--- src/rtl/riscv_pkg.sv ---
// Shared definitions for the front-end pipeline.
//   XLEN      : default PC/address width
//   INST_W    : instruction word width
//   RESET_PC  : default PC loaded on reset
//   NOP       : canonical NOP encoding (addi x0, x0, 0)
//   fetch_state_e : fetch FSM states (HALT only reachable with IF_MISALIGN_CHECK_EN)
package riscv_pkg;

  localparam int unsigned XLEN     = 64;
  localparam int unsigned INST_W   = 32;
  localparam logic [63:0] RESET_PC = 64'h0;
  localparam logic [31:0] NOP      = 32'h0000_0013;

  typedef enum logic [1:0] {
    IDLE  = 2'd0,
    FETCH = 2'd1,
    HALT  = 2'd2
  } fetch_state_e;

endpackage

--- src/rtl/fetch_fifo.sv ---
// Synchronous FIFO used for the fetch instruction buffer and the issued-PC tag queue.
// Ports:
//   clk, rst_n   : clock, asynchronous active-low reset
//   push/push_data : write an entry (accepted when not full, or full with a same-cycle pop)
//   pop          : remove the head entry (ignored when empty)
//   flush        : empty the FIFO; takes priority over push/pop
//   head         : current head entry (registered storage)
//   full/empty/count : occupancy status
module fetch_fifo #(
  parameter int unsigned DEPTH = 2,
  parameter int unsigned WIDTH = 96
) (
  input  logic                   clk,
  input  logic                   rst_n,
  input  logic                   push,
  input  logic [WIDTH-1:0]       push_data,
  input  logic                   pop,
  input  logic                   flush,
  output logic [WIDTH-1:0]       head,
  output logic                   full,
  output logic                   empty,
  output logic [$clog2(DEPTH):0] count
);

  localparam int unsigned AW = $clog2(DEPTH);

  logic [WIDTH-1:0] mem [DEPTH];
  logic [AW-1:0]    wr_ptr;
  logic [AW-1:0]    rd_ptr;
  logic             do_push;
  logic             do_pop;

  assign empty   = (count == '0);
  assign full    = (count == (AW+1)'(DEPTH));
  assign head    = mem[rd_ptr];
  assign do_pop  = pop && !empty;
  // A full FIFO still takes a write when the head leaves in the same cycle.
  assign do_push = push && (!full || do_pop);

  always_ff @(posedge clk or negedge rst_n) begin
    if (!rst_n) begin
      for (int unsigned i = 0; i < DEPTH; i++) mem[i] <= '0;
      wr_ptr <= '0;
      rd_ptr <= '0;
      count  <= '0;
    end else if (flush) begin
      wr_ptr <= '0;
      rd_ptr <= '0;
      count  <= '0;
    end else begin
      if (do_push) begin
        mem[wr_ptr] <= push_data;
        wr_ptr      <= wr_ptr + AW'(1);
      end
      if (do_pop) rd_ptr <= rd_ptr + AW'(1);
      count <= count + (AW+1)'(do_push) - (AW+1)'(do_pop);
    end
  end

endmodule

--- src/rtl/instr_fetch.sv ---
// Instruction fetch stage: holds the PC, issues in-order word requests to instruction
// memory, buffers returned words with their PC and hands {pc, instruction} to decode.
// Redirects from execute flush the buffer and drop wrong-path responses.
// Optional feature macro: IF_MISALIGN_CHECK_EN (misaligned redirect -> sticky
// fetch_misalign flag and HALT until an aligned redirect).
// Ports:
//   clk, rst_n                    : clock, asynchronous active-low reset
//   imem_req_valid/ready/addr     : word request channel to instruction memory
//   imem_resp_valid/data          : in-order response channel
//   redirect_valid/pc             : branch/jump redirect pulse from execute
//   inst_valid/ready/data/pc      : instruction handshake to decode
//   fetch_misalign                : sticky misaligned-redirect flag (macro builds only)
module instr_fetch
  import riscv_pkg::*;
#(
  parameter int unsigned     XLEN       = riscv_pkg::XLEN,
  parameter logic [XLEN-1:0] RESET_PC   = XLEN'(riscv_pkg::RESET_PC),
  parameter int unsigned     FIFO_DEPTH = 2
) (
  input  logic              clk,
  input  logic              rst_n,
  output logic              imem_req_valid,
  input  logic              imem_req_ready,
  output logic [XLEN-1:0]   imem_req_addr,
  input  logic              imem_resp_valid,
  input  logic [INST_W-1:0] imem_resp_data,
  input  logic              redirect_valid,
  input  logic [XLEN-1:0]   redirect_pc,
  output logic              inst_valid,
  input  logic              inst_ready,
  output logic [INST_W-1:0] inst_data,
  output logic [XLEN-1:0]   inst_pc
`ifdef IF_MISALIGN_CHECK_EN
  ,
  output logic              fetch_misalign
`endif
);

  localparam int unsigned CW = $clog2(FIFO_DEPTH) + 1;
  localparam int unsigned EW = XLEN + INST_W;

  fetch_state_e    state;
  logic [XLEN-1:0] pc;
  logic [CW-1:0]   outstanding;
  logic [CW-1:0]   drop_cnt;
  logic [CW-1:0]   occupancy;
  logic [CW+1:0]   inflight;
  logic            req_fire;
  logic            resp_drop;
  logic            resp_push;
  logic            inst_pop;
  logic [XLEN-1:0] target_pc;
  logic            redirect_misaligned;
  logic [XLEN-1:0] tag_pc;
  logic [EW-1:0]   buf_head;
  logic            buf_empty;
  logic            buf_full_unused;
  logic            tag_full_unused;
  logic            tag_empty_unused;
  logic [CW-1:0]   tag_count_unused;

  assign target_pc = {redirect_pc[XLEN-1:2], 2'b00};

`ifdef IF_MISALIGN_CHECK_EN
  assign redirect_misaligned = (redirect_pc[1:0] != 2'b00);
`else
  logic pc_lsbs_unused;
  assign pc_lsbs_unused      = ^redirect_pc[1:0];
  assign redirect_misaligned = 1'b0;
`endif

  // Credit: every buffered, in-flight or to-be-dropped word holds one buffer slot.
  assign inflight       = (CW+2)'(occupancy) + (CW+2)'(outstanding) + (CW+2)'(drop_cnt);
  assign imem_req_valid = (state == FETCH) && (inflight < (CW+2)'(FIFO_DEPTH));
  assign imem_req_addr  = pc;
  assign req_fire       = imem_req_valid && imem_req_ready;
  assign resp_drop      = imem_resp_valid && (drop_cnt != '0);
  assign resp_push      = imem_resp_valid && (drop_cnt == '0) && !redirect_valid;
  assign inst_pop       = inst_valid && inst_ready && !redirect_valid;

  fetch_fifo #(
    .DEPTH (FIFO_DEPTH),
    .WIDTH (XLEN)
  ) u_tag_q (
    .clk       (clk),
    .rst_n     (rst_n),
    .push      (req_fire && !redirect_valid),
    .push_data (pc),
    .pop       (resp_push),
    .flush     (redirect_valid),
    .head      (tag_pc),
    .full      (tag_full_unused),
    .empty     (tag_empty_unused),
    .count     (tag_count_unused)
  );

  fetch_fifo #(
    .DEPTH (FIFO_DEPTH),
    .WIDTH (EW)
  ) u_inst_buf (
    .clk       (clk),
    .rst_n     (rst_n),
    .push      (resp_push),
    .push_data ({tag_pc, imem_resp_data}),
    .pop       (inst_pop),
    .flush     (redirect_valid),
    .head      (buf_head),
    .full      (buf_full_unused),
    .empty     (buf_empty),
    .count     (occupancy)
  );

  assign inst_valid = !buf_empty;
  assign inst_data  = inst_valid ? buf_head[INST_W-1:0] : '0;
  assign inst_pc    = inst_valid ? buf_head[EW-1:INST_W] : '0;

  always_ff @(posedge clk or negedge rst_n) begin
    if (!rst_n) begin
      state       <= IDLE;
      pc          <= RESET_PC;
      outstanding <= '0;
      drop_cnt    <= '0;
    end else if (redirect_valid) begin
      // Everything still owed by memory becomes wrong-path: old drops, outstanding
      // requests and a request accepted now, less the response consumed this cycle.
      drop_cnt    <= drop_cnt + outstanding + CW'(req_fire) - CW'(imem_resp_valid);
      outstanding <= '0;
      pc          <= target_pc;
      state       <= redirect_misaligned ? HALT : FETCH;
    end else begin
      if (state == IDLE) state <= FETCH;
      if (req_fire) pc <= pc + XLEN'(4);
      outstanding <= outstanding + CW'(req_fire) - CW'(resp_push);
      if (resp_drop) drop_cnt <= drop_cnt - CW'(1);
    end
  end

`ifdef IF_MISALIGN_CHECK_EN
  always_ff @(posedge clk or negedge rst_n) begin
    if (!rst_n) fetch_misalign <= 1'b0;
    else if (redirect_valid && redirect_misaligned) fetch_misalign <= 1'b1;
  end
`endif

  resp_needs_request: assert property (@(posedge clk) disable iff (!rst_n)
    imem_resp_valid |-> (outstanding != '0 || drop_cnt != '0));

endmodule

--- config.mk ---
export PLATFORM = sky130hd
export DESIGN_NAME = instr_fetch
export DESIGN_NICKNAME = d
export VERILOG_FILES = /design/src/rtl/riscv_pkg.sv /design/src/rtl/fetch_fifo.sv /design/src/rtl/instr_fetch.sv
export SDC_FILE = /design/constraint.sdc
export NUM_CORES = 1
export LEC_CHECK = 0
export BUFFER_PORTS_ARGS = -buffer_cell sky130_fd_sc_hd__buf_2
export CAP_MARGIN = 10
export CORE_MARGIN = 10
export CORE_UTILIZATION = 45
export CTS_CLUSTER_SIZE = 16
export DETAILED_ROUTE_END_ITERATION = 8
export PLACE_DENSITY = 0.75
export SLEW_MARGIN = 5
export SYNTH_ARGS = -nofsm -noshare
export SYNTH_HDL_FRONTEND = slang
export SYNTH_SLANG_ARGS = --single-unit
--- constraint.sdc ---
create_clock -name clk -period 6.2 [get_ports clk]
set_input_delay 1.24 -clock clk [delete_from_list [all_inputs] [get_ports clk]]
set_output_delay 1.24 -clock clk [all_outputs]
set_load 0.05 [all_outputs]
-- After elaboration in Yosys (flattened, before gate mapping)
Cells that the tools add are included.
- register bits: 398
- input bits: 102
- output and inout bits: 162
- word-level logic and storage cells: 112
- $add $sub $neg: 17
- magnitude comparators: 7
- equal/unequal tests: 3
- mux-type cells: 31
- bitwise operators: 5
- reductions and logical operators: 35
- operators with widths (cell ; number):
    $mux 64 ; 7
    $mux 96 ; 4
    $bwmux 192 ; 1
    $bwmux 128 ; 1
    $demux 96 s1 ; 1
    $add 64x3->64 const B ; 1
    $demux 64 s1 ; 1
    $mux 32 ; 1
    $reduce_bool 2->1 ; 8
    $logic_and 1x1->1 ; 14
    $mux 2 ; 7
    $add 2x1->2 ; 4
    $ge 2x2->1 const B ; 4
    $logic_not 2->1 ; 4
    $mux 1 ; 8
    $not 1->2 ; 4
    $sub 2x1->2 ; 4
    $logic_not 1->1 ; 5
    $add 1x1->1 const B ; 4
    $add 3x2->4 ; 1
    $eq 2x2->1 const B ; 2
    $lt 2x1->1 const B ; 2
    $lt 4x2->1 const B ; 1
    $reduce_and 2->1 ; 2
    6 further kinds ; 7

-- Logic depth before layout (Yosys ltp)
Gate-level depths: netlist of the first run.
- depth after elaboration: 10
- depth in mapped cells: 13
- mapped depth without buffers: 13

-- Hierarchy
A second synthesis of the first run with hierarchy kept.
- cell total of the unflattened synthesis: 1511
- area, all modules: 19523.7 um^2
- modules (own cells, without submodules) (module ; instances ; cells each ; area an instance (um^2) ; seq. area each (um^2)):
    fetch_fifo at u_inst_buf ; 1 ; 536 ; 8619.5 ; 4904.7
    fetch_fifo at u_tag_q ; 1 ; 365 ; 5979.5 ; 3303.2
    instr_fetch ; 1 ; 610 ; 4924.7 ; 1676.6

-- Least setup slack after synthesis of the first run
No wires, ideal clock.
- path type: flip-flop to flip-flop
- from: register outstanding[1]
- to: register pc[49] (netlist: imem_req_addr[49])
- setup time: 0.082 ns
- arrival: 3.358 ns
- required time: 6.118 ns
- slack: 2.760 ns
- stages on the path, launching flop included: 13
- buffers on the path: 2
- period minus slack after synthesis: 3.440 ns
- cells stage by stage: dfrtp_1 inv_1 fa_1 inv_1 ha_1 nand4bb_1 inv_1 nand4_2 or4b_1 clkbuf_1 buf_2 or3_1 a31oi_1
- cells in the longest elaborated chain, start to end: 6
- RTL lines (element ; line ; source):
    start, declared ; instr_fetch.sv:44 ; logic [CW-1:0] outstanding;
    start signal, assigned ; instr_fetch.sv:133 ; outstanding <= outstanding + CW'(req_fire) - CW'(resp_push);
    $add 2x2->3 ; instr_fetch.sv:73 ; assign inflight = (CW+2)'(occupancy) + (CW+2)'(outstanding) + (CW+2)'(drop_cnt);
    $add 3x2->4 ; instr_fetch.sv:73 ;
    $lt 4x2->1 ; instr_fetch.sv:74 ; assign imem_req_valid = (state == FETCH) && (inflight < (CW+2)'(FIFO_DEPTH));
    $logic_and 1x1->1 ; instr_fetch.sv:74 ;
    net imem_req_valid ; instr_fetch.sv:22 ; output logic imem_req_valid,
    $logic_and 1x1->1 ; instr_fetch.sv:76 ; assign req_fire = imem_req_valid && imem_req_ready;
    $reduce_bool 2->1 (no source line) ; -- ;
    end signal, assigned ; instr_fetch.sv:128 ; pc <= target_pc;
    end signal, assigned ; instr_fetch.sv:132 ; if (req_fire) pc <= pc + XLEN'(4);
    end, declared ; instr_fetch.sv:43 ; logic [XLEN-1:0] pc;
The timed path passes the listed nets, and every way through them passes these cells.
A chain may end at the register's enable or synchronous reset.

-- Worst setup path in the final report of the first run
- from: register u_inst_buf.rd_ptr
- to: output inst_data[31]
- cells in the longest elaborated chain, start to end: 5
- RTL lines (element ; line ; source):
    start, declared ; fetch_fifo.sv:29 ; logic [AW-1:0] rd_ptr;
    start signal, assigned ; fetch_fifo.sv:55 ; if (do_pop) rd_ptr <= rd_ptr + AW'(1);
    $not 1->2 (not written as such) ; fetch_fifo.sv:35 ; assign head = mem[rd_ptr];
    $mux 96 (not written as such) (3 in a row) ; fetch_fifo.sv:35 ;
    $mux 32 ; instr_fetch.sv:114 ; assign inst_data = inst_valid ? buf_head[INST_W-1:0] : '0;
    end, declared ; instr_fetch.sv:31 ; output logic [INST_W-1:0] inst_data,
Every way passes these cells. The select of a mux whose other input is x is not followed.

==> results of run 1 <==
flip-flops by register name, summed over array words and instances, names as in the netlist:
signal and flops:
u_inst_buf.mem 188, u_tag_q.mem 124, u_tag_q.count 2, u_inst_buf.count 2
u_tag_q.rd_ptr 1, u_tag_q.wr_ptr 1, drop_cnt 2, state 1
imem_req_addr 62, outstanding 2, u_inst_buf.rd_ptr 1, u_inst_buf.wr_ptr 1
synthesized netlist by cell type, types with 21 or more instances:
| master | n |
|---|---|
| o21ai_0 | 100 |
| dfrtp_1 | 387 |
| a21oi_1 | 64 |
| clkbuf_1 | 72 |
| nand2_1 | 126 |
| mux2_2 | 189 |
| mux2i_1 | 158 |
| nand3_1 | 28 |
| or4_1 | 21 |
| nand4_1 | 25 |
| a31oi_1 | 32 |
| nor2_1 | 203 |
| xor2_1 | 25 |
layout make-up:
class                   count  area, µm²  area share
inverters                  19       71.3     0.00338
clock inverters            10        179     0.00849
multi-input cells        1100       7700       0.366
well taps                 518        648      0.0308
repair buffers            274       1490      0.0705
clock buffers              65       1290      0.0613
flip-flops and latches    387       9690       0.460
per-stage QoR:
step,utilization,std cells
2_1_floorplan,-,1615
3_3_place_gp,0.504,2298
3_5_place_dp,0.504,2298
4_1_cts,0.541,2373
5_1_grt,0.541,2373
6_report,0.541,2373
power by group through the flow:
stage	Combinational (mW)	Clock, mW	Sequential (mW)
after global placement	2.88	0	3.89
final	2.95	2.64	3.92
after floorplan	2.18	0	3.90
after global routing	3.24	2.79	4.03
after CTS	2.99	2.70	3.92
after detailed placement	2.97	0	3.96
per-layer routing:
layer  vias up  part of all wire  wire [µm]
li1       6077                 -          -
met1      6590              0.43      20700
met2       324              0.48      23200
met3        75             0.054       2610
met4         0             0.029       1390
met5         -                 0          0
how the worst max path moves through the flow:
stage / start / endpoint / slack, ps / cells after the start
final: u_inst_buf.rd_ptr / inst_data[31] / 2020 / 4
after global routing: u_inst_buf.rd_ptr / inst_data[31] / 1870 / 4
after CTS: u_inst_buf.rd_ptr / inst_data[31] / 1940 / 4
after detailed placement: redirect_valid / u_tag_q.mem[41] / 1800 / 7
after global placement: redirect_valid / u_tag_q.mem[33] / 1920 / 7
after floorplan: outstanding[1] / imem_req_addr[49] / 2760 / 12
critical path: stages (launching register included):
cell,delay [ps]
dfrtp_4,1100
buf_4,600
mux2i_1,280
nor2_1,90
buf_2,270
cells by family (layout without fill, tap and decap cells):
kind of cell    Yosys count  in the layout
simple gates            470            470
mux                     347            347
other cells               2              5
fa+ha+maj                14             14
xor+xnor                 38             38
flops                   387            387
buf+inv                 128            368
compound gates          226            226
==> key figures, run 1 <==
Power and ir drop
  • Post-layout total power: 9.51 mW
  • Internal: slightly above 6 mW
  • Clk pwr share: 0.278
  • Pwr/cell area: 451 nW/µm²
  • Pleak: ~9.5 nW
  • Net Sw Power: approximately 3.4 mW
  • Switching Fraction: 0.353
  • Worst VDD drop: around 0.00033 V
  • Flop pwr share: 0.412
  • Gate power share: 0.310

Synth
  • Largest family of logic cells by synthesized area: multiplexers
  • Post-synth ARST share: 1.00
  • Yosys reg bits: 387
  • Part of the Yosys area used for sequential elements: 0.542
  • Top FF cell, synth: dfrtp_1
  • Compound-Gate Fraction of Synth Area: 0.0701
  • Adder-cell share of the synthesized area: 0.0106
  • Synthesized netlist cell count: about 1.6k
  • Synthesized cell area: 17900 µm²
  • Top cell type's share of synthesized area: 0.542
  • YS warnings: 0
  • Number of synthesized flops with an enable pin: 0
  • XOR/XNOR share of the synthesized area: 0.0186
  • Largest cells by area after synthesis: dfrtp_1, mux2_2, mux2i_1
  • Distinct cell type count after synthesis: 52
  • Post-Synth Simple-Gate Area: 0.121
  • Post-synthesis mux area share: 0.208
  • Syn Area/Cell: roughly 11 µm²
  • Leading area contributor after synthesis: dfrtp_1

Floorplanning
  • Die extent in x: around 220 µm
  • Initial Util: 0.459
  • DIE AREA: 48100 µm²
  • Die H: about 220 µm
  • Row count: between 70 and 80
  • Num ports: around 260
  • Core Area: between 30000 and 40000 µm²

STA
  • Slew @ Worst Pin: approximately 1100 ps
  • Hold WS: 477 ps
  • Period utilization: 0.674
  • Worst Skew: about 13 ps
  • Endpoints failing hold: 0
  • Min cycle time layout: between 4000 and 5000 ps
  • Final Max Tran Viols: 0
  • Final worst slack: roughly 2000 ps
  • Setup_tns: 0 ps
  • Rel. slew slack: 0.234
  • RSZ-0062 raised after global routing: no
  • Final setup vio count: 0
  • Fmax: between 0.2 and 0.25 GHz

Placement
  • DP Wirelength: between 30 and 40 mm
  • Pre-CTS setup slack: 1800 ps
  • Placement Cell Area: approximately 20000 µm²
  • RePlAce Congestion: 0.840
  • Buffers on Ports: roughly 260

CTS
  • Num CTS Buffers: 42
  • CTS Buffer Depth: 3
  • CTS HTree Levels: 2
  • Clk root buf: clkbuf_16
  • Postcts setup bufs: 0
  • Hold buffers post-CTS: 0
  • Clk_lat worst skew: between 500 and 600 ps
  • Post_cts resized: 0
  • Num Clock Sinks: 387
  • TritonCTS clock tree: yes
  • Clock transition at path regs: roughly 60 ps

Final layout
  • Ant diodes: 0
  • Nets: ~1.9k
  • Layout area overhead: 18.0%
  • Layout cells sized above 1: 0.293
  • Post-route cell area: ~21000 µm²
  • Commonest non-fill, non-tap cell in the layout: dfrtp_1
  • Most frequent cells in the layout: dfrtp_1, buf_2, nor2_1
  • Filler cell count: approximately 3.4k

Route
  • Routed WL per cell: between 20 and 25 µm
  • Routed WL: ~48 mm
  • Iteration-0 DRC Markers: 882
  • DRC violation count after routing: 0
  • Via count: roughly 13k
  • Antenna viol nets, final: 0
  • DR vias/cell: around 5.5
  • First-pass DRT Iterations: 5

Setup path
  • WP data required: between 4000 and 5000 ps
  • RR Startpoint: u_inst_buf.count[1]
  • Critical register-to-register path endpoint: u_tag_q.mem[115]
  • Critical-path maximum fanout: 52
  • Setup CP Type: flop to output port
  • Startpoint Class: flop
  • Setup crit end kind: output port
  • Signal arrival time at the worst endpoint: between 2000 and 3000 ps
  • Flop-to-flop setup slack: about 2100 ps
  • R2R cell count: 10

Global route
  • Grt met1 use: 0.252
  • GRT Resource Usage Total: 0.196
  • Global route hottest layer: met2
  • Overflow after GRT: 0
  • Pin count of the biggest net entering global routing: 170
  • Met2 Usage GRT: 0.323
  • Global-route wire length before repair: roughly 75 mm
  • Initial antenna violation count: 0
  • Vias in the first global route: 13.5k
  • Met3 GRT Util: 0.0389

Min path
  • Hold path endpoint: u_inst_buf.mem[85]
  • Hold path start: u_inst_buf.mem[85]
  • Min-delay worst type: flop to flop
  • Hold Path Stages: 2

Flow run
  • Max Cap Viol: 0

Run status
  • Status: complete, no violations
Note: power is estimated with default switching activity, not from simulation.
==> run 2: changes to the inputs <==
ABC_AREA = 1   (was default)
clock period = 4.21 ns   (was 6.2 ns; I/O delays follow)
==> run 2 against run 1 <==
Net effect: clock-buffer cell count is 10 lower; critical path depth grew 2; sequential share of layout area down 2.1 points; first-iteration DRC count increased by 86%; total power up 55%; highest routed layer unchanged.
==> key figures, run 2 <==
STA
  • Final Max Tran Viols: 0
  • Worst Skew: 24.0 ps
  • Setup_tns: 0 ps
  • Endpoints failing hold: 0
  • Final setup vio count: 0
  • Rel. slew slack: 0.268
  • Min cycle time layout: 3520 ps
  • Fmax: between 0.2 and 0.3 GHz
  • Final worst slack: between 600 and 700 ps
  • RSZ-0062 raised after global routing: no
  • Slew @ Worst Pin: ~1100 ps
  • Hold WS: roughly 200 ps
  • Period utilization: 0.837

Synth
  • Post-synth ARST share: 1.00
  • Distinct cell type count after synthesis: 38
  • YS warnings: 0
  • Synthesized netlist cell count: roughly 2.4k
  • Top cell type's share of synthesized area: 0.509
  • Syn Area/Cell: 7.94 µm²
  • Number of synthesized flops with an enable pin: 0
  • Part of the Yosys area used for sequential elements: 0.509
  • Largest cells by area after synthesis: dfrtp_1, nand2_1, o21ai_0
  • Top-count cell post-synth: nand2_1
  • Synthesized cell area: ~19000 µm²
  • Yosys reg bits: around 390
  • Most frequent cells after synthesis: nand2_1, dfrtp_1, o21ai_0
  • Leading area contributor after synthesis: dfrtp_1
  • Top FF cell, synth: dfrtp_1

Setup path
  • CP peak stage delay: just over 500 ps
  • Startpoint Class: flop
  • Signal arrival time at the worst endpoint: ~2700 ps
  • Worst Setup SP: u_inst_buf.count[1]
  • Setup crit end kind: output port
  • Critical register-to-register path endpoint: u_inst_buf.mem[0]
  • Crit-path slowest cell: nand2_2
  • Cells along the critical path: inv_1 -> nand2_2 -> buf_12 -> o21ai_0 -> a21oi_1 -> buf_2
  • Cell class contributing the biggest share of worst-path delay: buffers and inverters
  • Flop-to-flop setup slack: ~980 ps
  • Setup CP Type: flop to output port
  • R2R cell count: 11
  • RR Startpoint: u_inst_buf.count[1]
  • CP bufs+invs: 3
  • Critical-path maximum fanout: 35
  • WP data required: 3370 ps

Route
  • DR vias/cell: around 5.2
  • DR WL met3: 4.27 mm
  • WL met1: around 26 mm
  • DRC violation count after routing: 0
  • Antenna viol nets, final: 0
  • Iteration-0 DRC Markers: 1639
  • Routed WL per cell: roughly 18 µm
  • Met2 wire len: around 26 mm
  • Top Layer Used: met4
  • Routed WL: 57.8 mm
  • First-pass DRT Iterations: 5
  • Via count: between 15k and 20k

Placement
  • Buffers on Ports: 257
  • RePlAce Congestion: 1.00
  • DP Wirelength: 41.4 mm
  • Pre-CTS setup slack: 997 ps

CTS
  • CTS HTree Levels: 2
  • TritonCTS clock tree: yes
  • Hold buffers post-CTS: 0
  • Post_cts resized: 0
  • Clock transition at path regs: around 70 ps
  • Clk_lat worst skew: just under 600 ps
  • CTS Buffer Depth: 3
  • Num Clock Sinks: 387
  • Num CTS Buffers: a little over 40
  • Clk root buf: clkbuf_16
  • Postcts setup bufs: 0

Power and ir drop
  • Pleak: 11.1 nW
  • Net Sw Power: between 5 and 6 mW
  • Pwr/cell area: about 670 nW/µm²
  • Gate power share: 0.341
  • Worst VDD drop: 0.000369 V
  • Internal: approximately 8.8 mW
  • Flop pwr share: 0.403
  • Clk pwr share: 0.256
  • Switching Fraction: 0.405

Final layout
  • Commonest non-fill, non-tap cell in the layout: nand2_1
  • Largest Register: u_inst_buf.mem
  • Most frequent cells in the layout: nand2_1, dfrtp_1, o21ai_0
  • Layout cells sized above 1: 0.164
  • Ant diodes: 0
  • Nets: between 2k and 3k
  • Layout area overhead: 15.9%
  • Largest register FFs: about 190
  • Filler cell count: just under 4k

Floorplanning
  • Core Area: approximately 42000 µm²
  • Initial Util: 0.455
  • Die H: 226 µm
  • Row count: 75
  • Die extent in x: approximately 230 µm
  • DIE AREA: 50900 µm²
  • Num ports: ~260

Flow run
  • Max Cap Viol: 0

Global route
  • Overflow after GRT: 0
  • GRT Resource Usage Total: 0.226
  • Initial antenna violation count: 0
  • Global-route wire length before repair: between 90 and 100 mm
  • Pin count of the biggest net entering global routing: about 120
  • Vias in the first global route: approximately 16k

Min path
  • Min-delay worst type: input pin to async pin

Run status
  • Status: complete, no violations
==> run 2: through the flow <==
stage               instances  total power, mW  cell area [µm²]  utilization
CTS                      3168             14.8            22100        0.527
global route             3168             15.6            22100        0.527
floorplan                2399             9.40            19000            -
detailed placement       3093             10.9            20700        0.494
global placement         3093             10.7            20700        0.494
finish                   3168             14.7            22100        0.527
==> run 2: kinds of logic after synthesis <==
logic type      synth area share
compound gates             0.127
flops                      0.509
mux                       0.0367
buf+inv                   0.0753
other cells             0.000395
xor+xnor                  0.0143
simple gates               0.228
fa+ha+maj                 0.0100
==> run 2: final cells by class <==
class                      instances  area (µm²)  area share
clock inverter                    20         255      0.0116
inverter                         212         797      0.0361
multi-input combinational       1675        7930       0.359
sequential                       387        9690       0.439
timing repair buffer             280        1570      0.0711
clock buffer                      55        1150      0.0521
tap                              539         674      0.0306
==> run 2: routing by layer <==
metal,global-route usage,up-vias
li1,-,8018
met1,0.318,7863
met2,0.349,635
met3,0.0438,83
met4,0.0625,0
met5,0,-
==> run 2: power by group through the flow <==
stage	logic [mW]	clock network (mW)	registers [mW]
after global routing	5.56	3.98	6.08
after detailed placement	5.00	0	5.95
final	5.02	3.76	5.92
after floorplan	3.16	0	6.24
after CTS	5.04	3.84	5.90
after global placement	4.85	0	5.88
==> run 2: worst max path at each step <==
stage                         end  depth (start not counted)
6_report              inst_pc[43]                          6
3_5_place_dp   u_inst_buf.mem[20]                         11
3_3_place_gp   u_inst_buf.mem[12]                         11
4_1_cts               inst_pc[43]                          6
5_1_grt               inst_pc[43]                          6
2_1_floorplan    u_tag_q.mem[124]                         14
==> run 3: changes to the inputs <==
PLACE_DENSITY = 0.77   (was 0.75)
clock period = 2.9 ns   (was 4.21 ns; I/O delays follow)
==> run 3 against run 2 <==
Net effect: the flow now finishes with violations (hold timing); total power rose by 47%; largest cell class unchanged; register-to-register slack got worse by 890 ps; via count rose by 1.1%; setup slack got worse by 670 ps; die area did not move; critical path type unchanged; sequential cell count did not move; combinational power rose by 50%; sequential power rose by 46%; non-clock buffer count rose by 24; clock skew fell by 8.0 ps; clock-buffer cell count rose by 14; sequential share of layout area fell by 0.68 points.
==> key figures, run 3 (synthesis results as in run 2) <==
STA
  • Endpoints failing hold: 4
  • Slew @ Worst Pin: just over 1000 ps
  • Rel. slew slack: 0.315
  • Hold WS: -12.0 ps
  • Fmax: roughly 0.35 GHz
  • Final Max Tran Viols: 0
  • Period utilization: 0.994
  • Min cycle time layout: 2880 ps
  • RSZ-0062 raised after global routing: yes
  • Worst Skew: around 16 ps
  • Final setup vio count: 0

Final layout
  • Register Area: about 9700 µm²
  • Multi-input logic area: just under 8000 µm²
  • Layout cells sized above 1: 0.173
  • Layout area overhead: 17.8%
  • Commonest non-fill, non-tap cell in the layout: nand2_1
  • Largest Register: u_inst_buf.mem
  • Nets: between 2k and 3k
  • Ant diodes: 0
  • Most frequent cells in the layout: nand2_1, dfrtp_1, o21ai_0
  • Post-route cell area: ~22000 µm²
  • Filler cell count: between 3k and 4k
  • Largest register FFs: about 190

Flow run
  • Max Cap Viol: 0

Power and ir drop
  • Worst VDD drop: 0.000544 V
  • Flop pwr share: 0.398
  • Switching Fraction: 0.400
  • Gate power share: 0.348
  • Net Sw Power: 8.66 mW
  • Clk pwr share: 0.253
  • Internal: about 13 mW
  • Pleak: around 11 nW
  • Pwr/cell area: just under 1000 nW/µm²

Setup path
  • Signal arrival time at the worst endpoint: about 2300 ps
  • Setup CP Type: flop to output port
  • Crit-path slowest cell: fa_1
  • CP endpoint: imem_req_valid
  • Startpoint Class: flop
  • R2R cell count: 12
  • Critical path depth: 6
  • CP bufs+invs: 3
  • Cells along the critical path: inv_2 -> fa_1 -> inv_2 -> ha_4 -> nor3_4 -> buf_6
  • CP peak stage delay: 550 ps
  • RR Startpoint: drop_cnt[1]
  • Cell mode on critical path: inv_2
  • Cell class contributing the biggest share of worst-path delay: adder cells
  • Worst Setup SP: drop_cnt[1]
  • Setup crit end kind: output port
  • WP data required: 2320 ps
  • Critical register-to-register path endpoint: u_tag_q.mem[116]
  • Flop-to-flop setup slack: about 90 ps
  • Critical-path maximum fanout: 3

Route
  • DRC violation count after routing: 0
  • Iteration-0 DRC Markers: 1769
  • DR vias/cell: 5.25
  • First-pass DRT Iterations: 6
  • Antenna viol nets, final: 0
  • Via count: between 15k and 20k
  • Routed WL per cell: 18.2 µm
  • Routed WL: approximately 58 mm

CTS
  • Num CTS Buffers: between 40 and 50
  • Num Clock Sinks: about 390
  • Clk_lat worst skew: ~560 ps
  • CTS HTree Levels: 2
  • CTS Buffer Depth: 3
  • Hold buffers post-CTS: 0
  • Clock transition at path regs: roughly 60 ps
  • Clk root buf: clkbuf_16
  • TritonCTS clock tree: yes

Global route
  • Global-route wire length before repair: 90.5 mm
  • Initial antenna violation count: 0
  • Vias in the first global route: approximately 16k
  • Overflow after GRT: 0
  • GRT Resource Usage Total: 0.225
  • Pin count of the biggest net entering global routing: approximately 130

Placement
  • DP Wirelength: 41.6 mm
  • RePlAce Congestion: between 0.9 and 1
  • Buffers on Ports: roughly 260
  • Placement Cell Area: ~21000 µm²

Floorplanning
  • Die H: roughly 230 µm
  • Core Area: ~42000 µm²
  • Num ports: between 200 and 300
  • Row count: 75
  • Initial Util: 0.455
  • DIE AREA: around 51000 µm²
  • Die extent in x: approximately 230 µm

Run status
  • Status: complete, but fails checks
  • Violations in the final reports: hold timing

Min path
  • Min-delay worst type: input pin to async pin
==> run 3: power groups by stage <==
stage | clock network [mW] | registers, mW | logic, mW
6_report | 5.48 | 8.62 | 7.54
5_1_grt | 5.78 | 8.81 | 8.34
4_1_cts | 5.59 | 8.58 | 7.47
3_5_place_dp | 0 | 8.66 | 7.33
3_3_place_gp | 0 | 8.56 | 7.14
2_1_floorplan | 0 | 9.05 | 4.63
==> run 3: how the worst min path moves through the flow <==
stage                           to  slack [ps]  cells after the start
3_3_place_gp   u_inst_buf.mem[157]         450                      2
5_1_grt             u_tag_q.mem[7]          20                      1
6_report            u_tag_q.mem[7]         -10                      1
2_1_floorplan          drop_cnt[0]         280                      0
3_5_place_dp   u_inst_buf.mem[138]         450                      2
4_1_cts             u_tag_q.mem[7]          10                      1
==> run 3: worst register-to-register path: stages, from the launching register on <==
cell     delay (ps)
dfrtp_1         380
inv_2            60
fa_1            550
inv_2            50
ha_4            210
nor3_4          280
nand2_4         140
nor2_8          150
nand2_2          70
or2_4           330
buf_12          230
nand2_1         140
o21ai_1          80
==> run 3: stage by stage <==
stage	worst slack, ps	utilization	TNS [ps]	cells	power (mW)
detailed placement	200	0.498	0	3107	16.0
floorplan	-35.8	-	-1450	2399	13.7
CTS	1.78	0.533	0	3185	21.6
global placement	271	0.498	0	3107	15.7
finish	16.4	0.535	0	3194	21.6
global route	-21.0	0.535	-21.0	3194	22.9
==> run 3: timing repair <==
item,in CTS,in global routing
setup buffers,1,9
setup endpoints to repair,42,14
resized for setup,4,7
cloned,0,0
pin swaps,0,4
==> run 3: cell type report <==
type,instances,area share
repair buffers,304,0.0827
well taps,539,0.0301
multi-input cells,1675,0.355
inverters,212,0.0356
clock inverters,8,0.00424
clock buffers,69,0.0601
flip-flops and latches,387,0.432
==> run 3: metal layers <==
metal | vias to the layer above | track usage | share of wire
met3 | 80 | 0.0313 | 0.063
met5 | - | 0 | 0
li1 | 8048 | - | -
met4 | 0 | 0.0732 | 0.027
met2 | 629 | 0.346 | 0.45
met1 | 8022 | 0.321 | 0.46
